==> config.mk <==
export PLATFORM = sky130hd
export DESIGN_NAME = data_mem_arbiter_flat
export DESIGN_NICKNAME = d
export VERILOG_FILES = /design/src/rtl/data_mem_arbiter_if.sv /design/src/rtl/data_mem_arbiter.sv /design/src/flat_wrapper.sv
export SDC_FILE = /design/constraint.sdc
export NUM_CORES = 1
export LEC_CHECK = 0
export CAP_MARGIN = 15
export CORE_AREA = 3 3 124 126
export CTS_BUF_LIST = sky130_fd_sc_hd__clkbuf_16
export CTS_CLUSTER_SIZE = 40
export DETAILED_ROUTE_END_ITERATION = 16
export DIE_AREA = 0 0 127 129
export SLEW_MARGIN = 25
export SYNTH_ARGS = -nofsm -noshare
export SYNTH_HDL_FRONTEND = slang
export SYNTH_SLANG_ARGS = --single-unit
==> constraint.sdc <==
create_clock -name clk -period 1.6 [get_ports clk]
set_input_delay 0.16 -clock clk [delete_from_list [all_inputs] [get_ports clk]]
set_output_delay 0.16 -clock clk [all_outputs]
set_load 0.01 [all_outputs]
==> src/rtl/data_mem_arbiter_if.sv <==
`default_nettype none
// ============================================================================
// data_mem_arbiter_if : CPU / aux master ports and data-side memory port
// Revision: 1.0
// ============================================================================
interface data_mem_arbiter_if;
  logic        cpu_req;
  logic        cpu_we;
  logic [10:0] cpu_addr;
  logic [31:0] cpu_wdata;
  logic        cpu_ack;
  logic        cpu_valid;
  logic [31:0] cpu_rdata;

  logic        aux_req;
  logic        aux_we;
  logic [10:0] aux_addr;
  logic [31:0] aux_wdata;
  logic        aux_ack;
  logic        aux_valid;
  logic [31:0] aux_rdata;

  logic [9:0]  ram_addr;
  logic [31:0] ram_wdata;
  logic        ram_we;
  logic [31:0] ram_rdata;
  logic [6:0]  em_addr;
  logic [31:0] em_rdata;

  logic        bus_err;
  logic [15:0] grant_cnt_cpu;
  logic [15:0] grant_cnt_aux;
  logic [15:0] err_cnt;

  modport slave (
    input  cpu_req, cpu_we, cpu_addr, cpu_wdata,
    input  aux_req, aux_we, aux_addr, aux_wdata,
    input  ram_rdata, em_rdata,
    output cpu_ack, cpu_valid, cpu_rdata,
    output aux_ack, aux_valid, aux_rdata,
    output ram_addr, ram_wdata, ram_we, em_addr,
    output bus_err, grant_cnt_cpu, grant_cnt_aux, err_cnt
  );

  modport master (
    output cpu_req, cpu_we, cpu_addr, cpu_wdata,
    output aux_req, aux_we, aux_addr, aux_wdata,
    output ram_rdata, em_rdata,
    input  cpu_ack, cpu_valid, cpu_rdata,
    input  aux_ack, aux_valid, aux_rdata,
    input  ram_addr, ram_wdata, ram_we, em_addr,
    input  bus_err, grant_cnt_cpu, grant_cnt_aux, err_cnt
  );
endinterface
`default_nettype wire

==> src/rtl/data_mem_arbiter.sv <==
`default_nettype none
// ============================================================================
// data_mem_arbiter : arbitrates CPU and aux masters onto the data RAM / EM port
// Optional statistics counters: define DATA_ARB_STATS_EN.
// Revision: 1.0
// ============================================================================
module data_mem_arbiter #(
  parameter int MAX_WAIT = 4,
  parameter int WCNT_W   = 3
) (
  input  logic              clk,
  input  logic              rst,
  data_mem_arbiter_if.slave bus
);

  typedef enum logic [0:0] {
    S_IDLE = 1'b0,
    S_RD   = 1'b1
  } state_t;

  typedef enum logic [1:0] {
    RG_RAM = 2'd0,
    RG_EM  = 2'd1,
    RG_ERR = 2'd2
  } region_t;

  localparam logic [WCNT_W-1:0] C_MAX_WAIT = WCNT_W'(MAX_WAIT);
  localparam logic              C_PORT_CPU = 1'b0;
  localparam logic              C_PORT_AUX = 1'b1;

  function automatic region_t decode(input logic [10:0] addr);
    region_t rg;
    if (!addr[10])
      rg = RG_RAM;
    else if (addr[9:7] == 3'b000)
      rg = RG_EM;
    else
      rg = RG_ERR;
    return rg;
  endfunction

  state_t            r_state;
  state_t            w_state_nxt;
  logic              r_rd_port;
  region_t           r_rd_region;
  logic [WCNT_W-1:0] r_wait_cnt;

  logic              w_idle;
  logic              w_aux_starved;
  logic              w_grant_cpu;
  logic              w_grant_aux;
  logic              w_grant;
  logic              w_sel_we;
  logic [10:0]       w_sel_addr;
  logic [31:0]       w_sel_wdata;
  region_t           w_sel_region;
  logic              w_wr_grant;
  logic              w_rd_grant;
  logic              w_rd_active;
  logic [31:0]       w_rd_data;

  // --------------------------------------------------------------------------
  // Arbitration: grants are also gated by rst so acks drop the moment reset
  // asserts, independent of the state register.
  // --------------------------------------------------------------------------
  always_comb begin
    w_idle        = (r_state == S_IDLE);
    w_aux_starved = bus.aux_req && (r_wait_cnt >= C_MAX_WAIT);
    w_grant_aux   = rst && w_idle && bus.aux_req && (w_aux_starved || !bus.cpu_req);
    w_grant_cpu   = rst && w_idle && bus.cpu_req && !w_grant_aux;
    w_grant       = w_grant_cpu || w_grant_aux;
  end

  always_comb begin
    w_sel_we     = bus.cpu_we;
    w_sel_addr   = bus.cpu_addr;
    w_sel_wdata  = bus.cpu_wdata;
    if (w_grant_aux) begin
      w_sel_we    = bus.aux_we;
      w_sel_addr  = bus.aux_addr;
      w_sel_wdata = bus.aux_wdata;
    end
    w_sel_region = decode(w_sel_addr);
    w_wr_grant   = w_grant && w_sel_we;
    w_rd_grant   = w_grant && !w_sel_we;
  end

  // --------------------------------------------------------------------------
  // FSM
  // --------------------------------------------------------------------------
  always_ff @(posedge clk or negedge rst) begin
    if (!rst)
      r_state <= S_IDLE;
    else
      r_state <= w_state_nxt;
  end

  always_comb begin
    w_state_nxt = r_state;
    case (r_state)
      S_IDLE: if (w_rd_grant) w_state_nxt = S_RD;
      S_RD:   w_state_nxt = S_IDLE;
      default: w_state_nxt = S_IDLE;
    endcase
  end

  // Port and region of the in-flight read, used to route data in T+1.
  always_ff @(posedge clk or negedge rst) begin
    if (!rst) begin
      r_rd_port   <= C_PORT_CPU;
      r_rd_region <= RG_RAM;
    end else if (w_rd_grant) begin
      r_rd_port   <= w_grant_aux ? C_PORT_AUX : C_PORT_CPU;
      r_rd_region <= w_sel_region;
    end
  end

  always_ff @(posedge clk or negedge rst) begin
    if (!rst)
      r_wait_cnt <= '0;
    else if (!bus.aux_req || w_grant_aux)
      r_wait_cnt <= '0;
    else if (r_wait_cnt < C_MAX_WAIT)
      r_wait_cnt <= r_wait_cnt + 1'b1;
  end

  // --------------------------------------------------------------------------
  // Memory port and read return
  // --------------------------------------------------------------------------
  always_comb begin
    w_rd_active = (r_state == S_RD);
    case (r_rd_region)
      RG_RAM:  w_rd_data = bus.ram_rdata;
      RG_EM:   w_rd_data = bus.em_rdata;
      default: w_rd_data = 32'h0;
    endcase
  end

  assign bus.ram_addr  = w_sel_addr[9:0];
  assign bus.em_addr   = w_sel_addr[6:0];
  assign bus.ram_wdata = w_sel_wdata;
  assign bus.ram_we    = w_wr_grant && (w_sel_region == RG_RAM);

  assign bus.cpu_ack   = w_grant_cpu;
  assign bus.aux_ack   = w_grant_aux;
  assign bus.cpu_valid = w_rd_active && (r_rd_port == C_PORT_CPU);
  assign bus.aux_valid = w_rd_active && (r_rd_port == C_PORT_AUX);
  assign bus.cpu_rdata = bus.cpu_valid ? w_rd_data : 32'h0;
  assign bus.aux_rdata = bus.aux_valid ? w_rd_data : 32'h0;

  // Errors: dropped write in T, or an unmapped read at data-return time.
  assign bus.bus_err   = (w_wr_grant && (w_sel_region != RG_RAM)) ||
                         (w_rd_active && (r_rd_region == RG_ERR));

  // --------------------------------------------------------------------------
  // Statistics
  // --------------------------------------------------------------------------
`ifdef DATA_ARB_STATS_EN
  logic [15:0] r_grant_cnt_cpu;
  logic [15:0] r_grant_cnt_aux;
  logic [15:0] r_err_cnt;

  always_ff @(posedge clk or negedge rst) begin
    if (!rst) begin
      r_grant_cnt_cpu <= 16'h0;
      r_grant_cnt_aux <= 16'h0;
      r_err_cnt       <= 16'h0;
    end else begin
      if (w_grant_cpu && (r_grant_cnt_cpu != 16'hFFFF))
        r_grant_cnt_cpu <= r_grant_cnt_cpu + 16'h1;
      if (w_grant_aux && (r_grant_cnt_aux != 16'hFFFF))
        r_grant_cnt_aux <= r_grant_cnt_aux + 16'h1;
      if (bus.bus_err && (r_err_cnt != 16'hFFFF))
        r_err_cnt <= r_err_cnt + 16'h1;
    end
  end

  assign bus.grant_cnt_cpu = r_grant_cnt_cpu;
  assign bus.grant_cnt_aux = r_grant_cnt_aux;
  assign bus.err_cnt       = r_err_cnt;
`else
  assign bus.grant_cnt_cpu = 16'h0;
  assign bus.grant_cnt_aux = 16'h0;
  assign bus.err_cnt       = 16'h0;
`endif

endmodule
`default_nettype wire

==> src/flat_wrapper.sv <==
// flat-port wrapper written by rule: the top's interface ports become plain ports
module data_mem_arbiter_flat 
#(
  parameter int MAX_WAIT = 4,
  parameter int WCNT_W   = 3
)
  (clk, rst, bus_cpu_req, bus_cpu_we, bus_cpu_addr, bus_cpu_wdata, bus_aux_req, bus_aux_we, bus_aux_addr, bus_aux_wdata, bus_ram_rdata, bus_em_rdata, bus_cpu_ack, bus_cpu_valid, bus_cpu_rdata, bus_aux_ack, bus_aux_valid, bus_aux_rdata, bus_ram_addr, bus_ram_wdata, bus_ram_we, bus_em_addr, bus_bus_err, bus_grant_cnt_cpu, bus_grant_cnt_aux, bus_err_cnt);
  data_mem_arbiter_if bus_i ();
  input  logic clk;
  input  logic rst;
  input wire logic [$bits(bus_i.cpu_req)-1:0] bus_cpu_req;
  input wire logic [$bits(bus_i.cpu_we)-1:0] bus_cpu_we;
  input wire logic [$bits(bus_i.cpu_addr)-1:0] bus_cpu_addr;
  input wire logic [$bits(bus_i.cpu_wdata)-1:0] bus_cpu_wdata;
  input wire logic [$bits(bus_i.aux_req)-1:0] bus_aux_req;
  input wire logic [$bits(bus_i.aux_we)-1:0] bus_aux_we;
  input wire logic [$bits(bus_i.aux_addr)-1:0] bus_aux_addr;
  input wire logic [$bits(bus_i.aux_wdata)-1:0] bus_aux_wdata;
  input wire logic [$bits(bus_i.ram_rdata)-1:0] bus_ram_rdata;
  input wire logic [$bits(bus_i.em_rdata)-1:0] bus_em_rdata;
  output wire logic [$bits(bus_i.cpu_ack)-1:0] bus_cpu_ack;
  output wire logic [$bits(bus_i.cpu_valid)-1:0] bus_cpu_valid;
  output wire logic [$bits(bus_i.cpu_rdata)-1:0] bus_cpu_rdata;
  output wire logic [$bits(bus_i.aux_ack)-1:0] bus_aux_ack;
  output wire logic [$bits(bus_i.aux_valid)-1:0] bus_aux_valid;
  output wire logic [$bits(bus_i.aux_rdata)-1:0] bus_aux_rdata;
  output wire logic [$bits(bus_i.ram_addr)-1:0] bus_ram_addr;
  output wire logic [$bits(bus_i.ram_wdata)-1:0] bus_ram_wdata;
  output wire logic [$bits(bus_i.ram_we)-1:0] bus_ram_we;
  output wire logic [$bits(bus_i.em_addr)-1:0] bus_em_addr;
  output wire logic [$bits(bus_i.bus_err)-1:0] bus_bus_err;
  output wire logic [$bits(bus_i.grant_cnt_cpu)-1:0] bus_grant_cnt_cpu;
  output wire logic [$bits(bus_i.grant_cnt_aux)-1:0] bus_grant_cnt_aux;
  output wire logic [$bits(bus_i.err_cnt)-1:0] bus_err_cnt;
  assign bus_i.cpu_req = bus_cpu_req;
  assign bus_i.cpu_we = bus_cpu_we;
  assign bus_i.cpu_addr = bus_cpu_addr;
  assign bus_i.cpu_wdata = bus_cpu_wdata;
  assign bus_i.aux_req = bus_aux_req;
  assign bus_i.aux_we = bus_aux_we;
  assign bus_i.aux_addr = bus_aux_addr;
  assign bus_i.aux_wdata = bus_aux_wdata;
  assign bus_i.ram_rdata = bus_ram_rdata;
  assign bus_i.em_rdata = bus_em_rdata;
  assign bus_cpu_ack = bus_i.cpu_ack;
  assign bus_cpu_valid = bus_i.cpu_valid;
  assign bus_cpu_rdata = bus_i.cpu_rdata;
  assign bus_aux_ack = bus_i.aux_ack;
  assign bus_aux_valid = bus_i.aux_valid;
  assign bus_aux_rdata = bus_i.aux_rdata;
  assign bus_ram_addr = bus_i.ram_addr;
  assign bus_ram_wdata = bus_i.ram_wdata;
  assign bus_ram_we = bus_i.ram_we;
  assign bus_em_addr = bus_i.em_addr;
  assign bus_bus_err = bus_i.bus_err;
  assign bus_grant_cnt_cpu = bus_i.grant_cnt_cpu;
  assign bus_grant_cnt_aux = bus_i.grant_cnt_aux;
  assign bus_err_cnt = bus_i.err_cnt;
  data_mem_arbiter #(.MAX_WAIT(MAX_WAIT), .WCNT_W(WCNT_W)) u_core (.clk(clk), .rst(rst), .bus(bus_i));
endmodule
==> impl_results.md, run 1 <==
* Total gr overflow at 0
* Worst reg2reg path startpoint: u_core.r_state
* 1st-pass router iterations at 4
* Mean Syn Cell Area at 7.56 um2
* R2r endpoint: u_core.r_rd_region[1]
* Final setup fails at 80
* Post-Place Cells at 715
* Critical Path Stages at 6
* Yosys cell types at 28
* CP Class: flop to output pin
* Syn. warnings at 0
* Leading area contributor after synthesis: mux2_2
* Post-synth ARST share at 1.00
* CP Data Required Time at 1.44 ns
* Setup TNS at -11.17 ns
* Yosys top cell area share at 0.243
* Max-cap violations at 0
* Fin. max-slew vios at 0
* Non-Filler Instances at 762
* Largest net degree at the start of global routing at 23
* DP HPWL at 9340 um
* Status: complete, but fails checks
* RSZ-0062 raised after global routing: yes
* Number of primary I/O pins at 323
* Post-Route WL at 12200 um
* Antenna violations before repair at 0
* Max clock buf depth at 2
* Final routed DRC violation total at 0
* Power per cell area at 530 nW/um2
* First-pass GRT wire length at 16600 um
* DIE WIDTH at 127 um
* Worst-path clk slew at 0.04 ns
* Main synth FF type: dfrtp_1
* Most common cell after layout, fill and taps aside: clkdlybuf4s50_1
* Yosys reg bits at 7
* Synth top area cells: mux2_2 24%, buf_4 21%, mux2i_1 17%, nor2_1 13%, dfrtp_1 9.0%
* Antenna diode count at 0
* Fraction of layout cells with a size suffix above 1 at 0.479
* Post-Syn Area at 1950 um2
* Port Buf Inserts at 274
* Worst setup path endpoint: bus_ram_wdata[18]
* Post-DR vias/cell at 3.85
* Crit path capture type: output pin
* Area Overhead vs Synth at 193%
* Final period utilization at 1.14
* CTS root buf: clkbuf_16
* Fin crit period at 1.82 ns
* CP max stage delay at 0.36 ns
* Worst Slack Setup Final at -0.225 ns
* Number of flops mapped to enable cells by yosys at 0
* Final Hold Fails at 0
* CP startpoint kind: flop
* Failing checks: setup timing
* Pleak at 0.00272 uW
* Max frequency at 548 MHz
* Crit. Startpoint: u_core.r_wait_cnt[2]
* Total CTS buffers at 3
* H-tree depth at 1
* DR iter-0 viols at 45
* Total Routing Usage GR at 0.128
* Crit path DAT at 1.66 ns
* # nets final at 736
* Gpl congestion at 0.764
* Slowest CP cell: dfrtp_1
* Most frequent cells in the layout: 153 x clkdlybuf4s50_1, 69 x buf_2, 64 x nor2_1
* Clock latency on the worst-skew pair at 0.23 ns
* Post-synthesis sequential area ratio at 0.0899
* Reg2reg path depth at 6
* Crit path cell chain: nand2b_4, nand4b_4, buf_4, buf_12, mux2_2, buf_2
* CTS tree: yes
* Setup Skew at 0.00145 ns
* Power, Total at 3030 uW
* Vias in the first global route at 2969
* Core area at 14400 um2
* VDD IR-drop max at 0.348 mV
* Num rows at 44
* Chip height at 129 um
* Worst hold path class: input pin to async pin
* Initial Util at 0.135
* Crit-path max FO at 12
* CP bufs+invs at 3
* Vias at 2930
* WL per Instance at 15.9 um
* Syn Inst Count at 258
* Die area at 16400 um2
* Final core occ at 0.396
* Antenna Nets Post-Route at 0
* Clock Sink Count at 7
* Flop2flop setup slack at -0.03 ns
* CP top delay family: buffers and inverters
==> worst min path at each step <==
stage / from / end / slack, ns / cells past startpoint
after floorplan: rst / u_core.r_rd_port / -0.14 / 0
after global placement: u_core.r_wait_cnt[1] / u_core.r_wait_cnt[1] / 0.51 / 2
after detailed placement: rst / u_core.r_wait_cnt[2] / 0.56 / 2
after CTS: rst / u_core.r_state / 0.08 / 2
after global routing: rst / u_core.r_rd_region[1] / 0.10 / 2
final: rst / u_core.r_state / 0.08 / 2
==> worst register-to-register path: stages (launching register included) <==
cell      delay [ns]
dfrtp_1         0.38
buf_6           0.13
nand3b_1        0.18
buf_4           0.16
a211o_1         0.26
o21a_1          0.16
a221oi_2        0.26
==> sequential cells by signal, summed over array words and instances, names as in the netlist <==
register	flops
u_core.r_rd_port	1
u_core.r_rd_region	2
u_core.r_state	1
u_core.r_wait_cnt	3
==> stage by stage <==
step | cell area, um2 | setup WS (ns) | hold slack, ns
2_1_floorplan | 2130 | 0.0717 | -0.136
3_3_place_gp | 4830 | -0.529 | 0.512
3_5_place_dp | 4830 | -0.559 | 0.555
4_1_cts | 5340 | -0.228 | 0.0840
5_1_grt | 5720 | -0.270 | 0.103
6_report | 5720 | -0.225 | 0.0833
==> power breakdown <==
group	total (uW)	switching [uW]	internal (uW)	leakage, uW
Sequential	244	36.9	207	0.0000873
Clock	421	96.0	325	0.0000423
Combinational	2360	867	1490	0.00259
Total	3030	1000	2030	0.00272
==> layout make-up <==
type / instances / area, um2
clock buffers: 3 / 75.1
clock inverters: 1 / 3.75
fillers: 1427 / 8710
inverters: 6 / 22.5
multi-input cells: 222 / 1930
flip-flops and latches: 7 / 176
well taps: 184 / 230
repair buffers: 339 / 3280
==> synth_stat cells (all sizes together) (2+ instances only) <==
cell / n
dfrtp: 7
nand2b: 2
nor2: 70
a221oi: 2
inv: 6
clkbuf: 7
nand2: 5
buf: 63
nor3: 2
mux2: 42
a21oi: 3
o21a: 2
mux2i: 33
nand3b: 2
==> what timing repair did <==
item	CTS	global route
setup buffers	22	17
cloned	6	2
pin swaps	9	33
hold buffers	0	0
endpoints found under the setup margin	120	105
resized for setup	587	89
==> metal layers <==
layer  vias up  track usage  routed length, um
li1       1405            -                  -
met1      1343        0.146               4370
met2       180        0.248               6620
met3         2       0.0324               1120
met4         0       0.0151                 41
met5         -            0                  0
==> kinds of logic after synthesis <==
family / count (synthesis) / synth area share
XOR/XNOR: 1 / 0.00449
other: 1 / 0.00192
buffers and inverters: 76 / 0.261
AO/OA/AOI/OAI: 11 / 0.0411
multiplexers: 75 / 0.412
AND/OR/NAND/NOR: 86 / 0.184
flip-flops: 7 / 0.0899
adder cells (fa/ha/maj): 1 / 0.00642
(Power assumes the default switching activity.)
==> run 2, diff against run 1 <==
- GPL_TIMING_DRIVEN: not set -> 0
- SLEW_MARGIN: 25 -> 10
==> run 2 against run 1 <==
  * The flow still finishes with violations (setup timing)
  * Maximum frequency decreased by 3.7%
  * Die area unchanged
  * Non-clock buffer count increased by 82
  * Combinational power increased by 19%
  * Via count increased by 11%
  * Hold slack improved by 0.36 ns
  * First-iteration DRC count increased by 18%
==> impl_results.md, run 2 (synthesis gave the netlist of run 1 again) <==
* CP Data Required Time at 1.44 ns (about the same)
* Vias in the first global route at 3476 (+17%)
* Total Routing Usage GR at 0.145 (+0.0161)
* Crit path DAT at 1.73 ns (+0.07 ns)
* Antenna Nets Post-Route at 0 (unchanged)
* WL met3 at 1260 um (+13%)
* Met2 wire length at 7540 um (+14%)
* Design area at 6920 um2 (+21%)
* Dpl ws at -0.871 ns (-0.311 ns)
* Post-Route WL at 13600 um (+12%)
* Antenna diode count at 0 (unchanged)
* 1st-pass router iterations at 4 (unchanged)
* Initial Util at 0.135 (unchanged)
* CP top delay family: buffers and inverters
* Crit path capture type: output pin
* Worst Slack Setup Final at -0.294 ns (-0.0692 ns)
* Vias at 3260 (+11%)
* Wl on met1 at 4720 um (+7.9%)
* Post-placement cell area at 5100 um2 (+5.6%)
* Largest net degree at the start of global routing at 11 (-52%)
* Die area at 16400 um2 (unchanged)
* Chip height at 129 um (unchanged)
* H-tree depth at 1 (unchanged)
* Clock Sink Count at 7 (unchanged)
* Power per cell area at 500 nW/um2 (-5.5%)
* CTS tree: yes
* Crit-path max FO at 8 (-4)
* CP Class: flop to output pin
* Final Hold Fails at 0 (unchanged)
* Final core occ at 0.480 (+0.0833)
* Most frequent cells in the layout: 152 x clkdlybuf4s50_1, 127 x buf_6, 64 x buf_4
* Port Buf Inserts at 274 (unchanged)
* Area Overhead vs Synth at 255%
* Setup TNS at -17.10 ns (-5.93 ns)
* Num rows at 44 (unchanged)
* Slowest CP cell: dfrtp_2
* Crit path cell chain: nand2b_4, nand4b_4, buf_12, buf_8, mux2_4, buf_6, buf_6
* Total CTS buffers at 3 (unchanged)
* CP startpoint kind: flop
* CTS root buf: clkbuf_16
* Final period utilization at 1.18 (+0.0432)
* Top reg by flops: u_core.r_wait_cnt
* Cell mode on critical path: buf_6
* Fin crit period at 1.89 ns (+0.0692 ns)
* Final routed DRC violation total at 0 (unchanged)
* Core area at 14400 um2 (unchanged)
* Setup Skew at 0.00100 ns (-0.000449 ns)
* Number of primary I/O pins at 323 (unchanged)
* Pleak at 0.00327 uW (+20%)
* Post-DR vias/cell at 3.86 (+0.45%)
* Largest register FFs at 3 (unchanged)
* Worst-path clk slew at 0.04 ns (about the same)
* Gpl congestion at 0.812 (+6.4%)
* Total gr overflow at 0 (unchanged)
* VDD IR-drop max at 0.320 mV (-8.3%)
* Antenna violations before repair at 0 (unchanged)
* Status: complete, but fails checks
* Fin. max-slew vios at 0 (unchanged)
* Most common cell after layout, fill and taps aside: clkdlybuf4s50_1
* RSZ-0062 raised after global routing: yes
* Fill count at 1351 (-5.3%)
* Clock latency on the worst-skew pair at 0.23 ns (about the same)
* WL per Instance at 16.1 um (+1.3%)
* Max clock buf depth at 2 (unchanged)
* Worst hold path class: input pin to flop
* DIE WIDTH at 127 um (unchanged)
* First-pass GRT wire length at 18900 um (+13%)
* Final setup fails at 114 (+43%)
* Regs by FF count: u_core.r_wait_cnt: 3 flops, u_core.r_rd_region: 2 flops
* CP bufs+invs at 4 (+1)
* DR iter-0 viols at 53 (+18%)
* CP max stage delay at 0.40 ns (+0.04 ns)
* Failing checks: setup timing
* Fraction of layout cells with a size suffix above 1 at 0.617 (+0.137)
* Max frequency at 528 MHz (-3.7%)
* Max-cap violations at 0 (unchanged)
* # nets final at 818 (+11%)
* DP HPWL at 9900 um (+5.9%)
* Hold slack at 0.439 ns (+0.355 ns)
* Top sig layer: met4
==> run 2: where the power goes <==
part / switching (uW) / internal (uW)
clock: 91.8 / 325
combinational: 1050 / 1750
sequential: 36.7 / 209
==> run 2: area by class of cell <==
cell class	count	area (um2)	share of cell area
inverter	6	22.5	0.00326
multi-input combinational	222	2230	0.322
sequential	7	180	0.0260
timing repair buffer	356	3560	0.515
tap	184	230	0.0333
clock buffer	3	75.1	0.0109
clock inverter	1	3.75	0.000543
buffer	65	616	0.0890
==> run 2: per-layer routing <==
| metal | track usage | vias up |
|---|---|---|
| met4 | 0.0151 | 0 |
| met5 | 0 | - |
| met1 | 0.152 | 1512 |
| li1 | - | 1570 |
| met3 | 0.0407 | 6 |
| met2 | 0.292 | 172 |
==> run 2: worst min-delay path, stage by stage <==
cell and delay (ns):
dlygate4sd2_1 0.29, nand2_1 0.12, nor2_1 0.05
==> run 2: stage by stage <==
step,power (uW),instances
global placement,1750,763
finish,3460,844
global route,3640,844
detailed placement,1770,763
CTS,3190,836
floorplan,942,305
==> run 2: repair_timing <==
| action | 4_1_cts | 5_1_grt |
|---|---|---|
| cloned | 9 | 3 |
| setup endpoints to repair | 121 | 118 |
| pin swaps | 35 | 30 |
| hold buffers | 1 | 0 |
| setup buffers | 60 | 16 |
| hold endpoints to repair | 7 | 0 |
| resized for setup | 705 | 155 |
==> run 2: final timing paths <==
check                                     start                    end  slack (ns)  cells after the start
max in group asynchronous                   rst   u_core.r_wait_cnt[2]        0.73                      2
min in group asynchronous                   rst  u_core.r_rd_region[1]        0.60                      2
hold reg to reg            u_core.r_wait_cnt[1]   u_core.r_wait_cnt[1]        0.56                      2
setup / recovery           u_core.r_wait_cnt[2]        bus_ram_addr[5]       -0.29                      7
setup reg to reg           u_core.r_wait_cnt[2]  u_core.r_rd_region[0]       -0.11                      8
hold / removal                      bus_aux_req   u_core.r_wait_cnt[0]        0.44                      3
==> run 3, diff against run 2 <==
- CTS_CLUSTER_SIZE: 40 -> 25
- SETUP_SLACK_MARGIN: not set -> 0.3
==> run 3 against run 2 <==
  * Combinational power grew 7.1%
  * Setup slack worse by 0.012 ns
  * Largest power group unchanged
  * The flow still finishes with violations (setup timing)
  * Clock power increased by 2%
  * Routed wire length increased by 0.95%
  * First-iteration DRC count is 42% lower
  * Largest cell class unchanged
  * Highest routed layer unchanged
  * Power rose by 5.6%
  * Cell count up 0.59%
==> impl_results.md, run 3 (synthesis gave the netlist of run 1 again) <==
* Status: complete, but fails checks
* Failing checks: setup timing
* Final routed DRC violation total at 0 (unchanged)
* Worst Slack Setup Final at -0.306 ns (-0.0122 ns)
* Total Routing Usage GR at 0.139 (-0.00557)
* Sw frac at 0.338 (-0.00340)
* Hold slack at 0.473 ns (+0.0346 ns)
* Initial Util at 0.135 (unchanged)
* CTS tree: yes
* Crit path DAT at 1.75 ns (+0.02 ns)
* Die area at 16400 um2 (unchanged)
* Vias at 3327 (+2.1%)
* Worst-path clk slew at 0.04 ns (about the same)
* Crit path capture type: output pin
* DR iter-0 viols at 31 (-42%)
* Final core occ at 0.505 (+0.0251)
* R2r endpoint: u_core.r_rd_region[0]
* Hold Path Stages at 3 (unchanged)
* Clock latency on the worst-skew pair at 0.23 ns (about the same)
* Regs by FF count: u_core.r_wait_cnt: 3 flops, u_core.r_rd_region: 2 flops
* Max-cap violations at 0 (unchanged)
* Most common cell after layout, fill and taps aside: clkdlybuf4s50_1
* Pint at 2420 uW (+6.1%)
* Total gr overflow at 0 (unchanged)
* Post-placement cell area at 5200 um2 (+2.0%)
* Largest net degree at the start of global routing at 11 (unchanged)
* Post-Route WL at 13800 um (+0.95%)
* Total CTS buffers at 3 (unchanged)
* Register area at 176 um2 (-2.1%)
* Final setup fails at 114 (unchanged)
* DIE WIDTH at 127 um (unchanged)
* Setup Skew at 0.000555 ns (-0.000447 ns)
* Multi-input logic area at 2340 um2 (+5.2%)
* Largest register FFs at 3 (unchanged)
* Top reg by flops: u_core.r_wait_cnt
* Final Hold Fails at 0 (unchanged)
* Hold Startpoint: bus_aux_req
* 1st-pass router iterations at 4 (unchanged)
* Max frequency at 525 MHz (-0.64%)
* Num rows at 44 (unchanged)
* Flop2flop setup slack at -0.09 ns (+0.02 ns)
* Clock Sink Count at 7 (unchanged)
* Vias in the first global route at 3335 (-4.1%)
* Power per cell area at 502 nW/um2 (+0.36%)
* Final period utilization at 1.19 (+0.00764)
* Chip height at 129 um (unchanged)
* Fin crit period at 1.91 ns (+0.0122 ns)
* NetSw at 1240 uW (+4.6%)
* Antenna diode count at 0 (unchanged)
* Antenna violations before repair at 0 (unchanged)
* Gate power share at 0.820 (+0.011)
* VDD IR-drop max at 0.225 mV (-30%)
* Pleak at 0.00335 uW (+2.4%)
* Gpl congestion at 0.850 (+4.7%)
* Share of power burned in registers at 0.063 (-0.008)
* Crit-path max FO at 5 (-3)
* # nets final at 823 (+0.61%)
* H-tree depth at 1 (unchanged)
* DP HPWL at 9620 um (-2.8%)
* Max clock buf depth at 2 (unchanged)
* Fill count at 1243 (-8.0%)
* Design area at 7280 um2 (+5.2%)
* RSZ-0062 raised after global routing: yes
* Fin. max-slew vios at 0 (unchanged)
* WL per Instance at 16.2 um (+0.36%)
* Worst hold path class: input pin to flop
* Post-DR vias/cell at 3.92 (+1.5%)
* CP Data Required Time at 1.44 ns (about the same)
* Worst reg2reg path startpoint: u_core.r_state
* First-pass GRT wire length at 17900 um (-4.8%)
* CTS root buf: clkbuf_16
* Port Buf Inserts at 274 (unchanged)
* Fraction of layout cells with a size suffix above 1 at 0.626 (+0.00890)
* CP Class: flop to output pin
* Area Overhead vs Synth at 273%
* Antenna Nets Post-Route at 0 (unchanged)
* Hold Crit Endpoint: u_core.r_wait_cnt[0]
* Clk pwr share at 0.117 (-0.003)
* Most frequent cells in the layout: 153 x clkdlybuf4s50_1, 144 x buf_6, 61 x buf_4
* Reg2reg path depth at 7 (-1)
* CP startpoint kind: flop
* Number of primary I/O pins at 323 (unchanged)
* Core area at 14400 um2 (unchanged)
* Setup TNS at -17.97 ns (-0.873 ns)
==> run 3: power groups by stage <==
stage	Combinational [uW]	Clock, uW	Sequential [uW]
after floorplan	768	0	223
after CTS	2420	433	226
final	3000	427	231
after detailed placement	1560	0	230
after global routing	3150	445	233
after global placement	1540	0	228
==> run 3: what timing repair did <==
action	CTS	global route
buffers inserted	53	19
cloned	7	2
setup endpoints to repair	126	126
pin swaps	19	37
endpoints found under the hold margin	7	0
hold buffers	1	0
resized for setup	695	193
==> run 3: cell type report <==
cell class / instances / area share
timing repair buffer: 356 / 0.509
multi-input combinational: 222 / 0.322
buffer: 70 / 0.0995
tap: 184 / 0.0316
sequential: 7 / 0.0242
clock buffer: 3 / 0.0103
inverter: 6 / 0.00309
clock inverter: 1 / 0.000516
==> run 3: routing by layer <==
metal,vias to the layer above,track usage,wire [um]
met5,-,0,0
met4,0,0.0328,227
met3,15,0.0291,1070
met2,186,0.288,8040
met1,1548,0.139,4420
li1,1578,-,-
==> run 3: worst max-delay path: stages, from the launching register on <==
cell	delay, ns
dfrtp_1	0.38
nand2b_4	0.16
nand4b_4	0.11
buf_6	0.13
buf_6	0.11
buf_8	0.12
buf_6	0.09
o22ai_2	0.05
a31o_2	0.22
buf_6	0.13
==> run 3: how the worst max path moves through the flow <==
stage / start / end / slack (ns) / cells past startpoint
final: u_core.r_wait_cnt[2] / bus_bus_err / -0.31 / 9
after detailed placement: rst / bus_ram_we / -0.94 / 5
after CTS: u_core.r_wait_cnt[2] / bus_bus_err / -0.31 / 9
after global placement: rst / bus_ram_we / -0.91 / 5
after floorplan: u_core.r_wait_cnt[2] / bus_ram_addr[0] / 0.16 / 5
after global routing: u_core.r_wait_cnt[2] / bus_bus_err / -0.37 / 9
==> run 3: stage by stage <==
stage	std cells	worst slack, ns	power [uW]
3_5_place_dp	763	-0.939	1790
5_1_grt	849	-0.374	3820
2_1_floorplan	305	0.164	991
3_3_place_gp	763	-0.914	1770
4_1_cts	828	-0.311	3080
6_report	849	-0.306	3660
